### src/rtl/uart_pkg.sv
// Shared UART definitions: register map, CTRL/STATUS field positions, line states
// and the CTRL reset value. Used by the RX controller and the TX controller.
package uart_pkg;

  localparam logic [1:0] ADDR_CTRL   = 2'd0;
  localparam logic [1:0] ADDR_BAUD   = 2'd1;
  localparam logic [1:0] ADDR_DATA   = 2'd2;
  localparam logic [1:0] ADDR_STATUS = 2'd3;

  localparam int CTRL_CFG_MSB   = 7;
  localparam int CTRL_IERX_BIT  = 8;
  localparam int CTRL_IEERR_BIT = 9;

  localparam int ST_EMPTY_BIT = 0;
  localparam int ST_FULL_BIT  = 1;
  localparam int ST_OVR_BIT   = 2;
  localparam int ST_BUSY_BIT  = 3;
  localparam int ST_PEND_BIT  = 4;
  localparam int ST_COUNT_LSB = 8;

  localparam logic [15:0] CTRL_RESET = 16'h0003;

  typedef enum logic {
    LINE_IDLE = 1'b0,
    LINE_BUSY = 1'b1
  } line_state_e;

  // Bit order matches CTRL[7:0] so a register write can be cast straight in.
  typedef struct packed {
    logic       rx_en;
    logic [1:0] parity;
    logic [1:0] sbit;
    logic [2:0] dbit;
  } rx_cfg_t;

endpackage

### src/rtl/uart_rx_fifo.sv
// Receive FIFO; a push into a full FIFO succeeds only when a pop happens in the same cycle.
module uart_rx_fifo #(
  parameter int WIDTH = 10,
  parameter int DEPTH = 16
) (
  input  logic                     clk,
  input  logic                     reset_n,
  input  logic                     push,
  input  logic [WIDTH-1:0]         wdata,
  input  logic                     pop,
  output logic [WIDTH-1:0]         rdata,
  output logic                     full,
  output logic                     empty,
  output logic                     drop,
  output logic [$clog2(DEPTH):0]   count
);

  localparam int AW = $clog2(DEPTH);

  logic [WIDTH-1:0] mem_q [DEPTH];
  logic [AW-1:0]    rd_ptr_q, rd_ptr_d;
  logic [AW-1:0]    wr_ptr_q, wr_ptr_d;
  logic [AW:0]      count_q, count_d;
  logic             push_ok, pop_ok;

  assign empty   = (count_q == '0);
  assign full    = (count_q == (AW+1)'(DEPTH));
  assign pop_ok  = pop & ~empty;
  assign push_ok = push & (~full | pop_ok);
  assign drop    = push & ~push_ok;
  assign rdata   = mem_q[rd_ptr_q];
  assign count   = count_q;

  always_comb begin
    rd_ptr_d = rd_ptr_q;
    wr_ptr_d = wr_ptr_q;
    count_d  = count_q;
    if (push_ok) wr_ptr_d = wr_ptr_q + 1'b1;
    if (pop_ok)  rd_ptr_d = rd_ptr_q + 1'b1;
    if (push_ok && !pop_ok)      count_d = count_q + 1'b1;
    else if (pop_ok && !push_ok) count_d = count_q - 1'b1;
  end

  always_ff @(posedge clk or negedge reset_n) begin
    if (!reset_n) begin
      rd_ptr_q <= '0;
      wr_ptr_q <= '0;
      count_q  <= '0;
    end else begin
      rd_ptr_q <= rd_ptr_d;
      wr_ptr_q <= wr_ptr_d;
      count_q  <= count_d;
    end
  end

  always_ff @(posedge clk) begin
    if (push_ok) mem_q[wr_ptr_q] <= wdata;
  end

endmodule

### src/rtl/uart_rx_ctrl.sv
// UART receiver front-end: baud tick, staged configuration applied on an idle line,
// character capture into the RX FIFO, register port and interrupt.
module uart_rx_ctrl
  import uart_pkg::*;
#(
  parameter int          DEPTH      = 16,
  parameter logic [15:0] DIV_RESET  = 16'd27,
  parameter int          WDOG_TICKS = 208
) (
  input  logic        clk,
  input  logic        reset_n,
  input  logic        wr_en,
  input  logic        rd_en,
  input  logic [1:0]  addr,
  input  logic [15:0] wdata,
  output logic [15:0] rdata,
  output logic        irq,
  input  logic        rx_i,
  output logic        s_tick,
  output logic [2:0]  dbit_select_o,
  output logic [1:0]  sbit_select_o,
  output logic [1:0]  parity_select_o,
  input  logic        rx_done_tick_i,
  input  logic [7:0]  rx_dout_i,
  input  logic        parity_error_i,
  input  logic        frame_error_i
);

  localparam int             CW        = $clog2(DEPTH) + 1;
  localparam int             WDW       = $clog2(WDOG_TICKS + 1);
  localparam logic [WDW-1:0] WDOG_LAST = WDW'(WDOG_TICKS - 1);

  rx_cfg_t        stage_q, stage_d, act_q, act_d;
  logic           ie_rx_q, ie_rx_d, ie_err_q, ie_err_d;
  logic [15:0]    baud_stage_q, baud_stage_d, div_q, div_d, cnt_q, cnt_d;
  logic           cfg_pending_q, cfg_pending_d;
  line_state_e    state_q, state_d;
  logic [WDW-1:0] wdog_q, wdog_d;
  logic           cap_valid_q, cap_valid_d, cap_frame_q, cap_frame_d;
  logic [7:0]     cap_data_q, cap_data_d;
  logic           overrun_q, overrun_d;
  logic [15:0]    rdata_q, rdata_d;

  logic           wr_cfg, apply, ovr_clr, fifo_pop;
  logic [15:0]    status_word;
  logic [9:0]     fifo_rdata;
  logic           fifo_full, fifo_empty, fifo_drop;
  logic [CW-1:0]  fifo_count;

  assign s_tick          = (div_q != 16'd0) && (cnt_q == div_q - 16'd1);
  assign fifo_pop        = rd_en && (addr == ADDR_DATA);
  assign irq             = (ie_rx_q & ~fifo_empty) | (ie_err_q & overrun_q);
  assign rdata           = rdata_q;
  assign dbit_select_o   = act_q.dbit;
  assign sbit_select_o   = act_q.sbit;
  assign parity_select_o = act_q.parity;

  uart_rx_fifo #(.WIDTH(10), .DEPTH(DEPTH)) u_fifo (
    .clk     (clk),
    .reset_n (reset_n),
    .push    (cap_valid_q),
    .wdata   ({cap_frame_q, parity_error_i, cap_data_q}),
    .pop     (fifo_pop),
    .rdata   (fifo_rdata),
    .full    (fifo_full),
    .empty   (fifo_empty),
    .drop    (fifo_drop),
    .count   (fifo_count)
  );

  always_comb begin
    status_word = '0;
    status_word[ST_EMPTY_BIT] = fifo_empty;
    status_word[ST_FULL_BIT]  = fifo_full;
    status_word[ST_OVR_BIT]   = overrun_q;
    status_word[ST_BUSY_BIT]  = (state_q == LINE_BUSY);
    status_word[ST_PEND_BIT]  = cfg_pending_q;
    status_word[ST_COUNT_LSB +: 8] = 8'(fifo_count);
  end

  always_comb begin
    stage_d      = stage_q;
    act_d        = act_q;
    ie_rx_d      = ie_rx_q;
    ie_err_d     = ie_err_q;
    baud_stage_d = baud_stage_q;
    div_d        = div_q;
    state_d      = state_q;
    wdog_d       = wdog_q;
    wr_cfg       = 1'b0;
    apply        = 1'b0;
    ovr_clr      = 1'b0;

    if (wr_en) begin
      case (addr)
        ADDR_CTRL: begin
          stage_d  = rx_cfg_t'(wdata[CTRL_CFG_MSB:0]);
          ie_rx_d  = wdata[CTRL_IERX_BIT];
          ie_err_d = wdata[CTRL_IEERR_BIT];
          wr_cfg   = 1'b1;
        end
        ADDR_BAUD: begin
          baud_stage_d = wdata;
          wr_cfg       = 1'b1;
        end
        ADDR_STATUS: ovr_clr = wdata[ST_OVR_BIT];
        default: ;
      endcase
    end

    // A start bit always wins over a pending apply; the apply waits for the next idle line.
    case (state_q)
      LINE_IDLE: begin
        if (!rx_i) begin
          state_d = LINE_BUSY;
          wdog_d  = '0;
        end else if (cfg_pending_q) begin
          apply = 1'b1;
        end
      end
      default: begin
        if (rx_done_tick_i) begin
          state_d = LINE_IDLE;
        end else if (s_tick) begin
          if (wdog_q == WDOG_LAST) state_d = LINE_IDLE;
          else                     wdog_d  = wdog_q + 1'b1;
        end
      end
    endcase

    if (apply) begin
      act_d = stage_q;
      div_d = baud_stage_q;
    end
    cfg_pending_d = wr_cfg | (cfg_pending_q & ~apply);

    if (apply || div_q == 16'd0 || s_tick) cnt_d = '0;
    else                                   cnt_d = cnt_q + 16'd1;

    cap_valid_d = rx_done_tick_i & act_q.rx_en;
    cap_data_d  = cap_valid_d ? rx_dout_i     : cap_data_q;
    cap_frame_d = cap_valid_d ? frame_error_i : cap_frame_q;

    overrun_d = (overrun_q & ~ovr_clr) | fifo_drop;

    rdata_d = rdata_q;
    if (rd_en) begin
      case (addr)
        ADDR_CTRL:   rdata_d = {6'b0, ie_err_q, ie_rx_q, stage_q};
        ADDR_BAUD:   rdata_d = baud_stage_q;
        ADDR_DATA:   rdata_d = fifo_empty ? 16'h0000 : {1'b1, 5'b0, fifo_rdata};
        default:     rdata_d = status_word;
      endcase
    end
  end

  always_ff @(posedge clk or negedge reset_n) begin
    if (!reset_n) begin
      stage_q       <= rx_cfg_t'(CTRL_RESET[CTRL_CFG_MSB:0]);
      act_q         <= rx_cfg_t'(CTRL_RESET[CTRL_CFG_MSB:0]);
      ie_rx_q       <= CTRL_RESET[CTRL_IERX_BIT];
      ie_err_q      <= CTRL_RESET[CTRL_IEERR_BIT];
      baud_stage_q  <= DIV_RESET;
      div_q         <= DIV_RESET;
      cnt_q         <= '0;
      cfg_pending_q <= 1'b0;
      state_q       <= LINE_IDLE;
      wdog_q        <= '0;
      cap_valid_q   <= 1'b0;
      cap_data_q    <= '0;
      cap_frame_q   <= 1'b0;
      overrun_q     <= 1'b0;
      rdata_q       <= '0;
    end else begin
      stage_q       <= stage_d;
      act_q         <= act_d;
      ie_rx_q       <= ie_rx_d;
      ie_err_q      <= ie_err_d;
      baud_stage_q  <= baud_stage_d;
      div_q         <= div_d;
      cnt_q         <= cnt_d;
      cfg_pending_q <= cfg_pending_d;
      state_q       <= state_d;
      wdog_q        <= wdog_d;
      cap_valid_q   <= cap_valid_d;
      cap_data_q    <= cap_data_d;
      cap_frame_q   <= cap_frame_d;
      overrun_q     <= overrun_d;
      rdata_q       <= rdata_d;
    end
  end

endmodule
### config.mk
export PLATFORM = sky130hd
export DESIGN_NAME = uart_rx_ctrl
export DESIGN_NICKNAME = d
export VERILOG_FILES = /design/src/rtl/uart_pkg.sv /design/src/rtl/uart_rx_fifo.sv /design/src/rtl/uart_rx_ctrl.sv
export SDC_FILE = /design/constraint.sdc
export NUM_CORES = 1
export LEC_CHECK = 0
export ABC_AREA = 1
export BUFFER_PORTS_ARGS = -buffer_cell sky130_fd_sc_hd__buf_2
export CAP_MARGIN = 20
export CORE_UTILIZATION = 65
export DETAILED_ROUTE_END_ITERATION = 8
export PLACE_DENSITY = 0.84
export SLEW_MARGIN = 30
export SYNTH_ARGS = -nofsm -noshare
export SYNTH_HDL_FRONTEND = slang
export SYNTH_SLANG_ARGS = --single-unit
### constraint.sdc
create_clock -name clk -period 7.4 [get_ports clk]
set_input_delay 1.11 -clock clk [delete_from_list [all_inputs] [get_ports clk]]
set_output_delay 1.11 -clock clk [all_outputs]
set_load 0.02 [all_outputs]
==> flow_summary.json <==
{
  "start_kind": "flop",
  "cts_sinks": 276,
  "synth.largest_area_cell": "edfxtp_1",
  "finalNetCount": 1339,
  "num-fill-cells": 1237,
  "cp.required_ps": 6290,
  "wire_per_inst_um": 19.14,
  "grtUsageTotal": 0.3114,
  "die_height_um": 140.1,
  "gp_congestion": 0.9364,
  "drv_slew": 0,
  "grt_pass1_wl_mm": 47.09,
  "min_from": "baud_stage_q[0]$_DFFE_PN1P_",
  "cts.reportedPaths.clkPinSlew_ps": 70,
  "synth_edf_count": 160,
  "numPortBuffers": 58,
  "final_area_mm2": 0.01366,
  "hp-class": "flop to flop",
  "grt.overflow.total": 0,
  "ios": 59,
  "synth_fa_ha_area_frac": 0.01473,
  "synth_top_family_by_area": "simple AND/OR/NAND/NOR gates",
  "synth-xor-area-share": 0.01624,
  "leakage_nw": 5.641,
  "root_buffer": "clkbuf_16",
  "diodes": 0,
  "yosysMostFrequentCell": "nand2_1",
  "core_mm2": 0.01871,
  "rows": 50,
  "ys_seq_elements": 276,
  "synth_commonest_cells": "254 x nand2_1, 179 x nor2_1, 160 x edfxtp_1",
  "skew_ps": 8.254,
  "cts_tree": "built",
  "grt_start_max_net_pins": 87,
  "clock_latency_ps": 550,
  "postSynthNetCount": 1295,
  "synth_compound_area_frac": 0.1047,
  "fmax_mhz": 273.4,
  "power_per_cell_area_mw_per_mm2": 389.6,
  "postCtsHoldBufs": 0,
  "synth_warnings": 0,
  "fin_tns_setup_ps": 0,
  "synthCells": 1247,
  "yosys.area.top_type_share": 0.3874,
  "r2r-start": "u_fifo.count[0]$_DFFE_PN0P_",
  "status": "finished, final reports clean",
  "critPathLaunch": "div_q[1]$_DFFE_PN1P_",
  "hold_ws_ps": 480.3,
  "drt_wl_total_mm": 29.58,
  "cp-end-kind": "output pin",
  "initial_core_util": 0.6629,
  "fin_cells": 1546,
  "finalHoldViolations": 0,
  "drt_iter0_drc": 1301,
  "report.power.total_mw": 5.322,
  "synth_flop_cell": "edfxtp_1",
  "ys_top_cells_by_area": "edfxtp_1 39%, dfrtp_1 21%, nand2_1 7.7%",
  "synth-simple-area-share": 0.1914,
  "postPlaceCellArea_mm2": 0.01281,
  "critPathKind": "flop to output pin",
  "fin_util": 0.7303,
  "cts.path.max_buffers": 3,
  "async_reset_ff_frac": 0.4203,
  "post_cts_resize_count": 0,
  "cts-buffers-inserted": 27,
  "die_w_um": 140.1,
  "setup-violations-final": 0,
  "synth_cell_types": 42,
  "dp_hpwl_mm": 19.54,
  "ir_worst_vdd_v": 0.0002884,
  "regArea_mm2": 0.007725,
  "post-route-min-period_ps": 3657,
  "multi_input_area_mm2": 0.004073,
  "drc": 0,
  "crit_arrival_ps": 2550,
  "synth.mux.area_fraction": 0.0009081,
  "firstDrtPassIters": 5,
  "layout-drive-gt1-share": 0.1326,
  "ys_seq_area_frac": 0.6227,
  "worst-path-max-fanout": 5,
  "syn_area_mm2": 0.01240,
  "vias": 9367,
  "syn_area_per_cell_um2": 9.944,
  "post_cts_buffers": 0,
  "viasPerCell": 6.059,
  "synthToLayoutAreaGrowth_pct": 10.16,
  "grt_pass1_vias": 8828,
  "dieArea_mm2": 0.01963,
  "cap_violations": 0,
  "slew_headroom": 0.3274,
  "rsz0062_at_grt": "no",
  "postRouteAntennaNets": 0,
  "dp_slack_ps": 3703,
  "dp.cells": 1496,
  "worst_slew_pin_slew_ps": 1005,
  "htreeDepth": 1,
  "antenna_found_initial": 0,
  "finalCritPeriodShare": 0.4942,
  "fin_ws_ps": 3743
}
layer usage:
| layer | wire length (µm) | track usage | vias to the layer above |
|---|---|---|---|
| met2 | 13400 | 0.4703 | 544 |
| met1 | 12370 | 0.4542 | 4464 |
| met4 | 1056 | 0.1267 | 0 |
| met5 | 0 | 0 | - |
| li1 | - | - | 4280 |
| met3 | 2760 | 0.05333 | 79 |
state kept, by name, summed over array words and instances (netlist names), 2 cells and up:
signal,count
u_fifo.mem_q,160
rdata,16
cap_data_q,8
baud_stage_q,16
stage_q,8
cnt_q,16
parity_select_o,2
u_fifo.rd_ptr_q,4
sbit_select_o,2
u_fifo.count,5
wdog_q,8
u_fifo.wr_ptr_q,4
dbit_select_o,3
div_q,16
area by class of cell:
cell class	count	area share
inverters	99	0.02720
flip-flops and latches	276	0.5655
repair buffers	65	0.02528
well taps	234	0.02143
clock buffers	31	0.05056
clock inverters	19	0.01191
multi-input cells	822	0.2981
final timing paths:
kind	endpoint	slack, ps	cells past startpoint
max in group asynchronous	cap_data_q[3]$_DFFE_PN0P_	5540	2
setup / recovery	s_tick	3740	15
setup reg to reg	u_fifo.count[4]$_DFFE_PN0P_	4210	18
hold / removal	baud_stage_q[0]$_DFFE_PN1P_	480	2
min in group asynchronous	cnt_q[0]$_DFF_PN0_	570	1
hold reg to reg	baud_stage_q[0]$_DFFE_PN1P_	480	2
cells by family (layout without fill, tap and decap cells):
| logic type | after synthesis | in the layout |
|---|---|---|
| buffers and inverters | 149 | 214 |
| AO/OA/AOI/OAI | 234 | 234 |
| flip-flops | 276 | 276 |
| XOR/XNOR | 23 | 23 |
| multiplexers | 1 | 1 |
| AND/OR/NAND/NOR | 550 | 550 |
| adder cells (fa/ha/maj) | 14 | 14 |
cell usage in the layout (no fill, tap or decap), drive strengths merged, types with 2 or more instances in the layout:
cell      instances
nor3             11
o211ai           41
inv              96
or2               2
bufinv            2
buf              65
o21ai           157
o22ai             2
a31oi             4
nor4              4
clkbuf           31
xor2             16
nand3            59
dfrtp           104
o31ai             2
dfstp            12
ha               13
xnor2             7
nand3b            5
nor2            202
a21oi            24
edfxtp          160
clkinvlp          4
nand2           265
clkinv           16
worst max-delay path, cell delays in order (launching register included):
cell and delay, ps:
dfstp_2 510, inv_1 90, ha_1 320, inv_1 40, nand2_1 50, nand2_1 40, nor2_1 80, nand2_1 50
nor2_1 100, nand2_1 70, nor2_1 80, nand2_1 90, nor2_4 140, nand2_4 100, inv_1 80, buf_2 160
power breakdown:
| part | internal [mW] | switching (mW) | leakage, nW | total [mW] |
|---|---|---|---|---|
| combinational | 0.522 | 1.13 | 2.34 | 1.66 |
| sequential | 1.99 | 0.343 | 2.89 | 2.33 |
| clock | 0.744 | 0.593 | 0.411 | 1.34 |
Power figures use the tool's default switching activity.
